**config.mk**
```make
export PLATFORM = sky130hd
export DESIGN_NAME = mux8_rr_scheduler
export DESIGN_NICKNAME = d
export VERILOG_FILES = /design/src/rtl/mux8_rr_scheduler.sv
export SDC_FILE = /design/constraint.sdc
export NUM_CORES = 1
export LEC_CHECK = 0
export BUFFER_PORTS_ARGS = -buffer_cell sky130_fd_sc_hd__buf_2
export CORE_ASPECT_RATIO = 0.7
export CORE_MARGIN = 1
export CORE_UTILIZATION = 42
export CTS_CLUSTER_SIZE = 28
export DETAILED_ROUTE_END_ITERATION = 7
export MAX_ROUTING_LAYER = met4
export PLACE_DENSITY = 0.59
export SLEW_MARGIN = 20
export SYNTH_ARGS = -nofsm -noshare
export SYNTH_HDL_FRONTEND = slang
export SYNTH_SLANG_ARGS = --single-unit
```
**constraint.sdc**
```tcl
create_clock -name clk -period 3.3 [get_ports clk]
set_input_delay 0.66 -clock clk [delete_from_list [all_inputs] [get_ports clk]]
set_output_delay 0.66 -clock clk [all_outputs]
set_load 0.005 [all_outputs]
```
**src/rtl/mux8_rr_scheduler.sv**
```systemverilog
// Round-robin scheduler that drives the selects of a shared 8:1 mux and handshakes its output.
// Each grant is capped at HOLD_MAX accepted transfers, and consecutive grants are separated by one idle cycle.
module mux8_rr_scheduler #(
  parameter int unsigned HOLD_MAX = 4,
  parameter int unsigned CW       = 4
) (
  input  logic          clk,
  input  logic          rst,
  input  logic [7:0]    req,
  input  logic          out_ready,
  output logic          s2,
  output logic          s1,
  output logic          s0,
  output logic [7:0]    gnt,
  output logic          out_valid,
  output logic [CW-1:0] xfer_cnt
);

  typedef enum logic [0:0] {StIdle, StGrant} state_e;

  state_e        r_state;
  logic [2:0]    r_ptr;
  logic [2:0]    r_sel;
  logic [CW-1:0] r_cnt;
  logic [7:0]    r_gnt;

  logic [2:0]    w_win;
  logic          w_valid;
  logic          w_xfer;
  logic          w_last;
  logic          w_release;

  // The scan runs downward, so the nearest set bit at or after r_ptr is assigned last and wins.
  always_comb begin
    w_win = r_ptr;
    for (int i = 7; i >= 0; i--) begin
      if (req[r_ptr + 3'(i)]) w_win = r_ptr + 3'(i);
    end
  end

  always_comb begin
    w_valid   = (r_state == StGrant) && req[r_sel];
    w_xfer    = w_valid && out_ready;
    w_last    = (r_cnt == CW'(HOLD_MAX - 1));
    w_release = (r_state == StGrant) && (!req[r_sel] || (w_xfer && w_last));
  end

  always_ff @(posedge clk) begin
    if (rst) begin
      r_state <= StIdle;
      r_ptr   <= '0;
      r_sel   <= '0;
      r_cnt   <= '0;
      r_gnt   <= '0;
    end else begin
      unique case (r_state)
        StIdle: begin
          if (|req) begin
            r_sel   <= w_win;
            r_gnt   <= 8'd1 << w_win;
            r_cnt   <= '0;
            r_state <= StGrant;
          end
        end
        StGrant: begin
          if (w_release) begin
            // r_sel is left unchanged here so the mux selects stay stable while idle.
            r_state <= StIdle;
            r_gnt   <= '0;
            r_cnt   <= '0;
            r_ptr   <= r_sel + 3'd1;
          end else if (w_xfer) begin
            r_cnt <= r_cnt + CW'(1);
          end
        end
        default: r_state <= StIdle;
      endcase
    end
  end

  assign {s2, s1, s0} = r_sel;
  assign gnt          = r_gnt;
  assign out_valid    = w_valid;
  assign xfer_cnt     = r_cnt;

endmodule
```
==> results of run 1 <==
[cell type report]
type | count | area share [%]
multi-input cells | 170 | 67.58
flip-flops and latches | 19 | 18.59
repair buffers | 28 | 7.095
well taps | 52 | 3.180
clock buffers | 3 | 2.018
inverters | 7 | 1.284
clock inverters | 1 | 0.2446
[critical path, delay by kind of cell (launching register included)]
| kind | cells | cell delay (ns) |
|---|---|---|
| adder cells (fa/ha/maj) | 1 | 0.52 |
| buffers and inverters | 1 | 0.09 |
| XOR/XNOR | 1 | 0.42 |
| flip-flops | 1 | 0.34 |
| AO/OA/AOI/OAI | 4 | 0.94 |
| multiplexers | 1 | 0.42 |
| AND/OR/NAND/NOR | 1 | 0.19 |
[registers in the layout, summed over array words and instances (netlist names)]
| register | flops |
|---|---|
| gnt | 8 |
| r_ptr | 3 |
| r_sel | 3 |
| r_state | 1 |
| xfer_cnt | 4 |
[how the worst min path moves through the flow]
stage | from | end | slack (ns) | cells after the start
after floorplan | gnt[0]$_SDFFE_PP0P_ | gnt[0]$_SDFFE_PP0P_ | 0.45 | 2
after global placement | gnt[3]$_SDFFE_PP0P_ | gnt[3]$_SDFFE_PP0P_ | 0.44 | 2
after detailed placement | gnt[3]$_SDFFE_PP0P_ | gnt[3]$_SDFFE_PP0P_ | 0.44 | 2
after CTS | gnt[3]$_SDFFE_PP0P_ | gnt[3]$_SDFFE_PP0P_ | 0.46 | 2
after global routing | gnt[0]$_SDFFE_PP0P_ | gnt[0]$_SDFFE_PP0P_ | 0.47 | 2
final | gnt[1]$_SDFFE_PP0P_ | gnt[1]$_SDFFE_PP0P_ | 0.45 | 2
[where the power goes]
part           total (uW)  switching (uW)  internal, uW  leakage, uW
clock network         159            75.5          83.9    0.0000255
logic                1040             583           460     0.000602
registers             347            63.3           284     0.000155
total                1550             722           828     0.000782
[logic make-up after synthesis]
kind of cell | count (synthesis) | synth area share (%)
simple gates | 76 | 23.95
compound gates | 56 | 21.01
mux | 26 | 22.35
flops | 19 | 20.28
buf+inv | 16 | 6.004
xor+xnor | 8 | 3.736
fa+ha+maj | 4 | 2.669
[layout by cell type, fill, tap and decap left out, types with 3 or more instances in the layout]
cell	n
a21oi_1	13
a22oi_1	3
buf_2	26
clkbuf_8	3
dfxtp_1	19
ha_1	4
inv_1	6
mux2_2	7
mux2i_1	7
mux4_2	7
nand2_1	20
nand2b_1	4
nand3_1	3
nand4_1	4
nor2_1	12
nor2b_1	3
nor4_1	4
nor4b_1	3
nor4bb_1	3
o21a_1	4
o21ai_0	7
o31ai_1	9
or2_2	3
xnor2_1	5
xor2_1	3
[per-stage QoR]
stage | instance area (sq um) | setup WS [ns] | power (uW) | hold WS [ns]
2_1_floorplan | 1876 | 0.5222 | 1181 | 0.4495
3_3_place_gp | 1999 | 0.3112 | 1397 | 0.4364
3_5_place_dp | 1999 | 0.3287 | 1378 | 0.4399
4_1_cts | 2046 | 0.3131 | 1545 | 0.4577
5_1_grt | 2046 | 0.07144 | 1679 | 0.4748
6_report | 2046 | 0.2586 | 1550 | 0.4524
[layer usage]
metal | vias to the layer above | track usage [%] | wire length (microns) | share of wire [%]
met5 | - | - | 0 | 0
met1 | 780 | 36.29 | 2454 | 54
met2 | 55 | 26.45 | 1804 | 39
li1 | 840 | - | - | -
met3 | 2 | 6.772 | 314 | 6.9
met4 | 0 | 3.008 | 9 | 0.20
==> out/results.md, run 1 <==
| Group | Result | Value |
|---|---|---|
| layout | Layout net count | 244 |
| layout | Layout cell share with drive strength beyond 1 | 26.75% |
| global route | Total Routing Usage GR | 22.40% |
| synth | Post-synth EDFFs | 0 |
| critical path | Largest fanout on the critical path | 10 |
| layout | Storage cell area | 380.4 sq um |
| placed design | Placed wire-length estimate | 3526 microns |
| synth | Flip-flop cell with the highest count after synthesis | dfxtp_1 |
| sta | Share of the clock period used by the worst path after layout | 92.16% |
| synth | Most frequently used cell type in the post-synthesis netlist | nand2_1 |
| sta | Worst clock skew | 0.007200 ns |
| layout | Layout-stage area growth over the synthesis result | 9.073% |
| global route | First-pass GRT wire length | 7769 microns |
| synth | Synthesized instance count | 205 |
| global route | Number of antenna violations at the first check in global routing | 0 |
| route | Final routed wire length divided by cell count | 16.37 microns |
| cts | Clock input transition at the sequential cells of the worst setup and hold paths | 0.07 ns |
| critical path | Cell chain of the critical path | inv_2 -> ha_1 -> mux2_2 -> a22oi_1 -> nand4_1 -> a32oi_1 -> a211oi_2 -> xnor2_1 -> a211oi_1 |
| synth | Unique cell type count in the Yosys netlist | 61 |
| synth | Area of the mapped netlist | 1876 sq um |
| critical path | Register-to-Register Path Depth | 9 |
| synth | Post-synth net total | 220 |
| sta | Final hold vios | 0 |
| global route | Global-route congestion overflow total | 0 |
| layout | Multi-input gate area in the final layout | 1383 sq um |
| global route | Maximum number of pins on one net before global-route repair | 25 |
| cts | Maximum level of the CTS H-tree | 1 |
| cts | Number of buffers between clock root and the deepest sink | 2 |
| cts | Clock tree from TritonCTS | done |
| sta | Post-route setup TNS | 0 ns |
| route | Initial DRT Pass Iterations | 4 |
| pwr | P per Cell Area | 757.4 nW/um^2 |
| critical path | Destination of the critical timing path | r_sel[0]$_SDFFE_PP0P_ |
| critical path | Type of the worst setup path | reg -> reg |
| placed design | Last weighted congestion value of the routability-driven placer | 0.9044 |
| cts | Count of buffers added by post-CTS timing repair for setup | 0 |
| floorplanning | Area of the die | 4741 sq um |
| sta | Normalized max-slew margin | 47.98% |
| critical path | Req. time, crit path | 3.42 ns |
| run status | Outcome | finished clean |
| sta | Post-layout min period | 3.041 ns |
| run | Maximum Capacitance Violations | 0 |
| route | Number of vias in the routed layout | 1677 |
| pwr | Maximum vdd ir drop | 0.3742 mV |
| floorplanning | Horizontal extent of the die | 81.87 microns |
| route | Antenna-violating nets left | 0 |
| floorplanning | Initial core utilization | 45.87% |
| route | Number of remaining DRC errors | 0 |
| floorplanning | Placement row count | 19 |
| floorplanning | Placeable core region | 4089 sq um |
| critical path | Destination of the worst register-to-register timing path | r_sel[0]$_SDFFE_PP0P_ |
| route | Wire length reported by the detailed router | 4583 microns |
| critical path | Arrival time worst endpoint | 3.16 ns |
| critical path | Worst setup SP type | register |
| layout | Post-layout util | 50.03% |
| placed design | Port-buffer cells | 26 |
| sta | Worst-margin pin slew | 0.7793 ns |
| critical path | Critical path's slowest cell | ha_1 |
| pwr | Static power due to leakage | 0.0007820 uW |
| synth | Top post-synthesis cells by area | dfxtp_1 20%, mux4_2 8.4%, mux2_2 4.2%, nand2_1 4.0%, mux2i_1 3.7% |
| placed design | Cell total after placement | 276 |
| synth | Cell taking the most area after synthesis | dfxtp_1 |
| critical path | Worst setup EP type | register |
| global route | Via count of the first global-routing pass | 1479 |
| critical path | R2R Setup Slk | 0.26 ns |
| sta | Setup repair after global routing missed its margin | no |
| route | DRT iter0 DRCs | 184 |
| route | Detail-routed via count per cell | 5.989 |
| layout | Layout fillers | 402 |
| cts | Num CTS Buffers | 3 |
| sta | Max Clk Rate | 328.8 MHz |
| synth | Mapped Avg Cell Area | 9.149 sq um |
| synth | Register bit total from synthesis | 19 |
| min path | Worst min-delay path category | reg -> reg |
| cts | Post-CTS resize count | 0 |
| synth | Synth warnings | 0 |
| critical path | Launching point of the worst reg2reg path | r_ptr[0]$_SDFFE_PP0P_ |
| cts | Clock sink total | 19 |
| cts | Root buffer cell | clkbuf_8 |
| synth | Synth async-reset ratio | 0% |
| sta | Number of setup violations in the final report | 0 |
| synth | Sequential element share of the synthesized area | 20.28% |
| sta | Number of max-slew violations in the final report | 0 |
| critical path | Critical Path Source | r_ptr[0]$_SDFFE_PP0P_ |
| layout | Post-route insts no fill | 280 |
| floorplanning | Die outline height | 57.91 microns |
| synth | Post-synth top area share | 20.28% |
| floorplanning | Io pins | 27 |
| cts | Latest clock arrival within the worst-skew pair | 0.26 ns |
| critical path | Max incr delay on CP | 0.52 ns |
| layout | Number of antenna diodes | 0 |
| cts | # hold bufs at CTS | 0 |
| synth | Top cells by count, synth | 20 x nand2_1, 19 x dfxtp_1, 13 x a21oi_1, 12 x nor2_1, 9 x o31ai_1 |
Power figures use the tool's default switching activity.
==> run 2: changes to the inputs <==
--- a/config.mk
+++ b/config.mk
@@ -8,11 +8,11 @@
 export BUFFER_PORTS_ARGS = -buffer_cell sky130_fd_sc_hd__buf_2
 export CORE_ASPECT_RATIO = 0.7
 export CORE_MARGIN = 1
-export CORE_UTILIZATION = 42
+export CORE_UTILIZATION = 40
 export CTS_CLUSTER_SIZE = 28
 export DETAILED_ROUTE_END_ITERATION = 7
 export MAX_ROUTING_LAYER = met4
-export PLACE_DENSITY = 0.59
+export PLACE_DENSITY = 0.56
 export SLEW_MARGIN = 20
 export SYNTH_ARGS = -nofsm -noshare
 export SYNTH_HDL_FRONTEND = slang
==> out/results.md, run 2 (synthesis gave the netlist of run 1 again) <==
| Group | Result | Value | vs previous |
|---|---|---|---|
| critical path | Arrival time worst endpoint | 3.01 ns | -0.15 ns |
| route | Number of vias in the routed layout | 1709 | +1.9% |
| cts | Number of buffers between clock root and the deepest sink | 2 | unchanged |
| sta | Normalized max-slew margin | 45.33% | -2.6 points |
| cts | Num CTS Buffers | 3 | unchanged |
| layout | Post-layout util | 46.75% | -3.3 points |
| floorplanning | Horizontal extent of the die | 83.85 microns | +2.4% |
| sta | Post-route setup TNS | 0 ns | unchanged |
| cts | Clock input transition at the sequential cells of the worst setup and hold paths | 0.07 ns | about the same |
| layout | Number of antenna diodes | 0 | unchanged |
| route | Detail-routed via count per cell | 5.976 | -0.23% |
| pwr | P per Cell Area | 764.1 nW/um^2 | +0.87% |
| sta | Post-layout min period | 2.895 ns | -0.1466 ns |
| route | Number of remaining DRC errors | 4 | +4 |
| sta | Setup WS post-layout | 0.4051 ns | +0.1466 ns |
| layout | Layout-stage area growth over the synthesis result | 10.41% |  |
| layout | Layout fillers | 454 | +13% |
| placed design | Placed wire-length estimate | 3630 microns | +3.0% |
| sta | Setup repair after global routing missed its margin | no |  |
| global route | First-pass GRT wire length | 7624 microns | -1.9% |
| route | Initial DRT Pass Iterations | 6 | +2 |
| sta | Number of setup violations in the final report | 0 | unchanged |
| layout | Flip-flop count of the largest register after layout | 8 | unchanged |
| sta | Share of the clock period used by the worst path after layout | 87.72% | -4.4 points |
| run status | Outcome | complete, but fails checks |  |
| placed design | Last weighted congestion value of the routability-driven placer | 0.8766 | -3.1% |
| critical path | Largest fanout on the critical path | 10 | unchanged |
| pwr | Maximum vdd ir drop | 0.4618 mV | +23% |
| placed design | Setup slack after placement | 0.4064 ns | +0.07762 ns |
| layout | Layout cell share with drive strength beyond 1 | 27.27% | +0.52 points |
| placed design | Area after DPL | 2026 sq um | +1.3% |
| route | DRT iter0 DRCs | 191 | +3.8% |
| route | Final routed wire length divided by cell count | 16.24 microns | -0.75% |
| critical path | Req. time, crit path | 3.42 ns | about the same |
| layout | Layout Cell Area excl Fill | 2071 sq um | +1.2% |
| global route | Maximum number of pins on one net before global-route repair | 25 | unchanged |
| run | Maximum Capacitance Violations | 0 | unchanged |
| layout | Leading cell types in the layout, fill and taps excluded | 26 x buf_2, 20 x nand2_1, 19 x dfxtp_1 |  |
| run status | Violations in the final reports | design-rule violations |  |
| layout | Layout net count | 247 | +1.2% |
| cts | Clock tree from TritonCTS | done |  |
| critical path | Worst setup SP type | register |  |
| floorplanning | Io pins | 27 | unchanged |
| cts | Post-CTS resize count | 0 | unchanged |
| pwr | Static power due to leakage | 0.0007931 uW | +1.4% |
| floorplanning | Initial core utilization | 42.34% | -3.5 points |
| cts | Root buffer cell | clkbuf_8 |  |
| global route | Global-route congestion overflow total | 0 | unchanged |
| sta | Final hold vios | 0 | unchanged |
| critical path | Worst setup EP type | register |  |
| sta | Number of max-slew violations in the final report | 0 | unchanged |
| floorplanning | Placement row count | 20 | +1 |
| sta | Worst clock skew | 0.001682 ns | -0.005518 ns |
| global route | Via count of the first global-routing pass | 1450 | -2.0% |
| global route | Number of antenna violations at the first check in global routing | 0 | unchanged |
| cts | Clock sink total | 19 | unchanged |
| floorplanning | Placeable core region | 4429 sq um | +8.3% |
| min path | Worst min-delay path category | reg -> reg |  |
| route | Antenna-violating nets left | 0 | unchanged |
| cts | Latest clock arrival within the worst-skew pair | 0.25 ns | about the same |
| sta | Worst-margin pin slew | 0.8190 ns | +0.03968 ns |
| floorplanning | Die outline height | 59.29 microns | +2.4% |
| cts | Maximum level of the CTS H-tree | 1 | unchanged |
| sta | Max Clk Rate | 345.4 MHz | +5.1% |
| floorplanning | Area of the die | 4971 sq um | +4.9% |
| placed design | Port-buffer cells | 26 | unchanged |
| cts | Count of buffers added by post-CTS timing repair for setup | 0 | unchanged |
| critical path | Type of the worst setup path | reg -> reg |  |
| cts | # hold bufs at CTS | 0 | unchanged |
| route | Wire length reported by the detailed router | 4646 microns | +1.4% |
| layout | Commonest non-fill, non-tap cell in the layout | buf_2 |  |
| global route | Total Routing Usage GR | 20.48% | -1.9 points |
## run 2: cell types whose count changed in the layout (fill, tap and decap cells not counted), sizes merged
cell and delta:
clkinv -1, clkbuf +1, buf +3
## run 2: final timing paths
path	from	slack, ns	cells after the start	to
hold / removal	gnt[7]$_SDFFE_PP0P_	0.45	2	gnt[7]$_SDFFE_PP0P_
hold reg to reg	gnt[7]$_SDFFE_PP0P_	0.45	2	gnt[7]$_SDFFE_PP0P_
setup / recovery	r_ptr[0]$_SDFFE_PP0P_	0.41	9	r_sel[0]$_SDFFE_PP0P_
setup reg to reg	r_ptr[0]$_SDFFE_PP0P_	0.41	9	r_sel[0]$_SDFFE_PP0P_
## run 2: critical path, cell delays in order (launching register included)
cell	delay, ns
dfxtp_1	0.34
inv_2	0.08
ha_1	0.50
mux2_2	0.43
a222oi_1	0.41
nand3_1	0.16
a32oi_1	0.26
a211oi_2	0.08
xnor2_1	0.37
a211oi_1	0.13
## run 2: through the flow
step | hold WS [ns] | total power (uW) | cells
after floorplan | 0.4495 | 1181 | 205
after global placement | 0.4368 | 1424 | 282
after detailed placement | 0.4383 | 1414 | 282
after CTS | 0.4552 | 1581 | 286
after global routing | 0.4885 | 1708 | 286
final | 0.4541 | 1582 | 286
## run 2: final cells by class
class,count,area (sq um),share of cell area [%]
clock buffers,4,45.04,2.175
inverters,7,26.28,1.269
multi-input cells,170,1383,66.77
flip-flops and latches,19,380.4,18.37
well taps,55,68.82,3.323
repair buffers,31,167.7,8.097
## run 2: power by group
| group | internal (uW) | leakage (uW) | switching, uW |
|---|---|---|---|
| logic | 484 | 0.000616 | 587 |
| clock network | 85.7 | 0.0000228 | 74.6 |
| registers | 284 | 0.000155 | 67.1 |
| total | 854 | 0.000793 | 728 |
## run 2: layer usage
metal | global-route usage, % | share of wire, % | up-vias
met5 | - | 0 | -
met4 | 2.217 | 0.22 | 0
met3 | 3.760 | 3.7 | 2
met2 | 26.11 | 38 | 47
met1 | 33.02 | 58 | 814
li1 | - | - | 846
==> run 3: changes to the inputs <==
--- a/config.mk
+++ b/config.mk
@@ -6,13 +6,15 @@
 export NUM_CORES = 1
 export LEC_CHECK = 0
 export BUFFER_PORTS_ARGS = -buffer_cell sky130_fd_sc_hd__buf_2
+export CELL_PAD_IN_SITES_DETAIL_PLACEMENT = 0
+export CELL_PAD_IN_SITES_GLOBAL_PLACEMENT = 1
 export CORE_ASPECT_RATIO = 0.7
 export CORE_MARGIN = 1
-export CORE_UTILIZATION = 40
+export CORE_UTILIZATION = 34
 export CTS_CLUSTER_SIZE = 28
 export DETAILED_ROUTE_END_ITERATION = 7
 export MAX_ROUTING_LAYER = met4
-export PLACE_DENSITY = 0.56
+export PLACE_DENSITY_LB_ADDON = 0.1
 export SLEW_MARGIN = 20
 export SYNTH_ARGS = -nofsm -noshare
 export SYNTH_HDL_FRONTEND = slang
==> out/results.md, run 3 (synthesis gave the netlist of run 1 again) <==
| Group | Result | Value | vs previous |
|---|---|---|---|
| floorplanning | Initial core utilization | 35.49% | -6.9 points |
| cts | Maximum level of the CTS H-tree | 1 | unchanged |
| route | Final routed wire length divided by cell count | 16.62 microns | +2.3% |
| min path | Worst min-delay path category | reg -> reg |  |
| critical path | Arrival time worst endpoint | 3.14 ns | +0.13 ns |
| critical path | Worst setup SP type | register |  |
| sta | Final hold vios | 0 | unchanged |
| cts | Root buffer cell | clkbuf_8 |  |
| run | Maximum Capacitance Violations | 0 | unchanged |
| layout | Number of antenna diodes | 0 | unchanged |
| layout | Layout-stage area growth over the synthesis result | 10.74% |  |
| global route | Via count of the first global-routing pass | 1507 | +3.9% |
| sta | Post-layout min period | 3.011 ns | +0.1159 ns |
| layout | Flip-flop count of the largest register after layout | 8 | unchanged |
| floorplanning | Placement row count | 22 | +10% |
| critical path | Type of the worst setup path | reg -> reg |  |
| sta | Number of setup violations in the final report | 0 | unchanged |
| cts | # hold bufs at CTS | 0 | unchanged |
| layout | Layout net count | 245 | -0.81% |
| pwr | Maximum vdd ir drop | 0.2190 mV | -53% |
| sta | Worst clock skew | 0.001429 ns | -0.0002530 ns |
| critical path | Critical path's slowest cell | ha_1 |  |
| layout | Commonest non-fill, non-tap cell in the layout | buf_2 |  |
| cts | Clock sink total | 19 | unchanged |
| floorplanning | Horizontal extent of the die | 90.77 microns | +8.3% |
| critical path | Req. time, crit path | 3.43 ns | about the same |
| critical path | Worst setup EP type | register |  |
| run status | Outcome | finished clean |  |
| floorplanning | Placeable core region | 5285 sq um | +19% |
| cts | Clock tree from TritonCTS | done |  |
| cts | Post-CTS resize count | 0 | unchanged |
| critical path | Max incr delay on CP | 0.52 ns | +0.02 ns |
| floorplanning | Area of the die | 5822 sq um | +17% |
| route | Wire length reported by the detailed router | 5004 microns | +7.7% |
| route | Detail-routed via count per cell | 5.691 | -4.8% |
| cts | Num CTS Buffers | 3 | unchanged |
| sta | Max Clk Rate | 332.1 MHz | -3.9% |
| route | Antenna-violating nets left | 0 | unchanged |
| global route | Total Routing Usage GR | 18.25% | -2.2 points |
| global route | Number of antenna violations at the first check in global routing | 0 | unchanged |
| global route | First-pass GRT wire length | 8162 microns | +7.1% |
| placed design | Placed wire-length estimate | 3940 microns | +8.5% |
| sta | Normalized max-slew margin | 49.43% | +4.1 points |
| global route | Maximum number of pins on one net before global-route repair | 25 | unchanged |
| layout | Layout Cell Area excl Fill | 2077 sq um | +0.30% |
| sta | Setup repair after global routing missed its margin | no |  |
| route | Number of vias in the routed layout | 1713 | +0.23% |
| cts | Latest clock arrival within the worst-skew pair | 0.25 ns | about the same |
| critical path | Cell chain of the critical path | inv_1 -> ha_1 -> mux2_2 -> a22oi_1 -> nand4_1 -> a32oi_1 -> a211oi_2 -> xnor2_1 -> o31ai_1 |  |
| cts | Number of buffers between clock root and the deepest sink | 2 | unchanged |
| sta | Number of max-slew violations in the final report | 0 | unchanged |
| placed design | Area after DPL | 2032 sq um | +0.31% |
| sta | Worst hold slack across all endpoints | 0.4508 ns | -0.003294 ns |
| route | DRT iter0 DRCs | 86 | -55% |
| pwr | P per Cell Area | 760.1 nW/um^2 | -0.51% |
| sta | Worst-margin pin slew | 0.7585 ns | -0.06045 ns |
| route | Number of remaining DRC errors | 0 | -4 |
| critical path | Largest fanout on the critical path | 10 | unchanged |
| sta | Share of the clock period used by the worst path after layout | 91.24% | +3.5 points |
| cts | Count of buffers added by post-CTS timing repair for setup | 0 | unchanged |
| pwr | Static power due to leakage | 0.0007846 uW | -1.1% |
| sta | Post-route setup TNS | 0 ns | unchanged |
| layout | Leading cell types in the layout, fill and taps excluded | 26 x buf_2, 20 x nand2_1, 19 x dfxtp_1 |  |
| layout | Layout cell share with drive strength beyond 1 | 26.64% | -0.64 points |
| floorplanning | Io pins | 27 | unchanged |
| cts | Clock input transition at the sequential cells of the worst setup and hold paths | 0.07 ns | about the same |
| placed design | Port-buffer cells | 26 | unchanged |
| global route | Global-route congestion overflow total | 0 | unchanged |
| placed design | Last weighted congestion value of the routability-driven placer | 0.9214 | +5.1% |
| route | Initial DRT Pass Iterations | 4 | -2 |
| floorplanning | Die outline height | 64.14 microns | +8.2% |
-- run 3: area by class of cell --
type	count	area (sq um)
timing repair buffer	29	152.6
inverter	7	26.28
multi-input combinational	170	1383
sequential	19	380.4
tap	72	90.09
fill	570	3208
clock buffer	4	45.04
-- run 3: critical path, delay by kind of cell, from the launching register on --
kind	cells	cell delay [ns]
compound gates	4	0.92
xor+xnor	1	0.39
fa+ha+maj	1	0.52
buf+inv	1	0.10
flops	1	0.34
mux	1	0.42
simple gates	1	0.20
-- run 3: worst paths after layout --
path,from,endpoint,slack [ns],depth (start not counted)
max,r_ptr[1]$_SDFFE_PP0P_,gnt[0]$_SDFFE_PP0P_,0.29,9
min,gnt[3]$_SDFFE_PP0P_,gnt[3]$_SDFFE_PP0P_,0.45,2
max reg2reg,r_ptr[1]$_SDFFE_PP0P_,gnt[0]$_SDFFE_PP0P_,0.29,9
min reg2reg,gnt[3]$_SDFFE_PP0P_,gnt[3]$_SDFFE_PP0P_,0.45,2
-- run 3: power by group --
| group | internal (uW) | leakage [uW] | total, uW | switching, uW |
|---|---|---|---|---|
| combinational | 464 | 0.000607 | 1080 | 616 |
| clock | 85.7 | 0.0000228 | 160 | 73.8 |
| sequential | 284 | 0.000155 | 339 | 55.1 |
-- run 3: per-layer routing --
layer  vias to the layer above  global-route usage, %  wire length (microns)
met5                         -                      -                      0
met1                       840                  28.00                   2796
met2                        32                  24.81                   1948
met4                         0                  1.786                     14
li1                        839                      -                      -
met3                         2                  3.929                    245
-- run 3: metrics by stage --
| stage | std cells | utilization, % | total power [uW] | worst slack [ns] |
|---|---|---|---|---|
| floorplan | 205 | - | 1181 | 0.5222 |
| finish | 301 | 39.30 | 1579 | 0.2892 |
| detailed placement | 297 | 38.45 | 1412 | 0.3093 |
| CTS | 301 | 39.30 | 1578 | 0.3014 |
| global placement | 297 | 38.45 | 1413 | 0.3467 |
| global route | 301 | 39.30 | 1698 | 0.07745 |
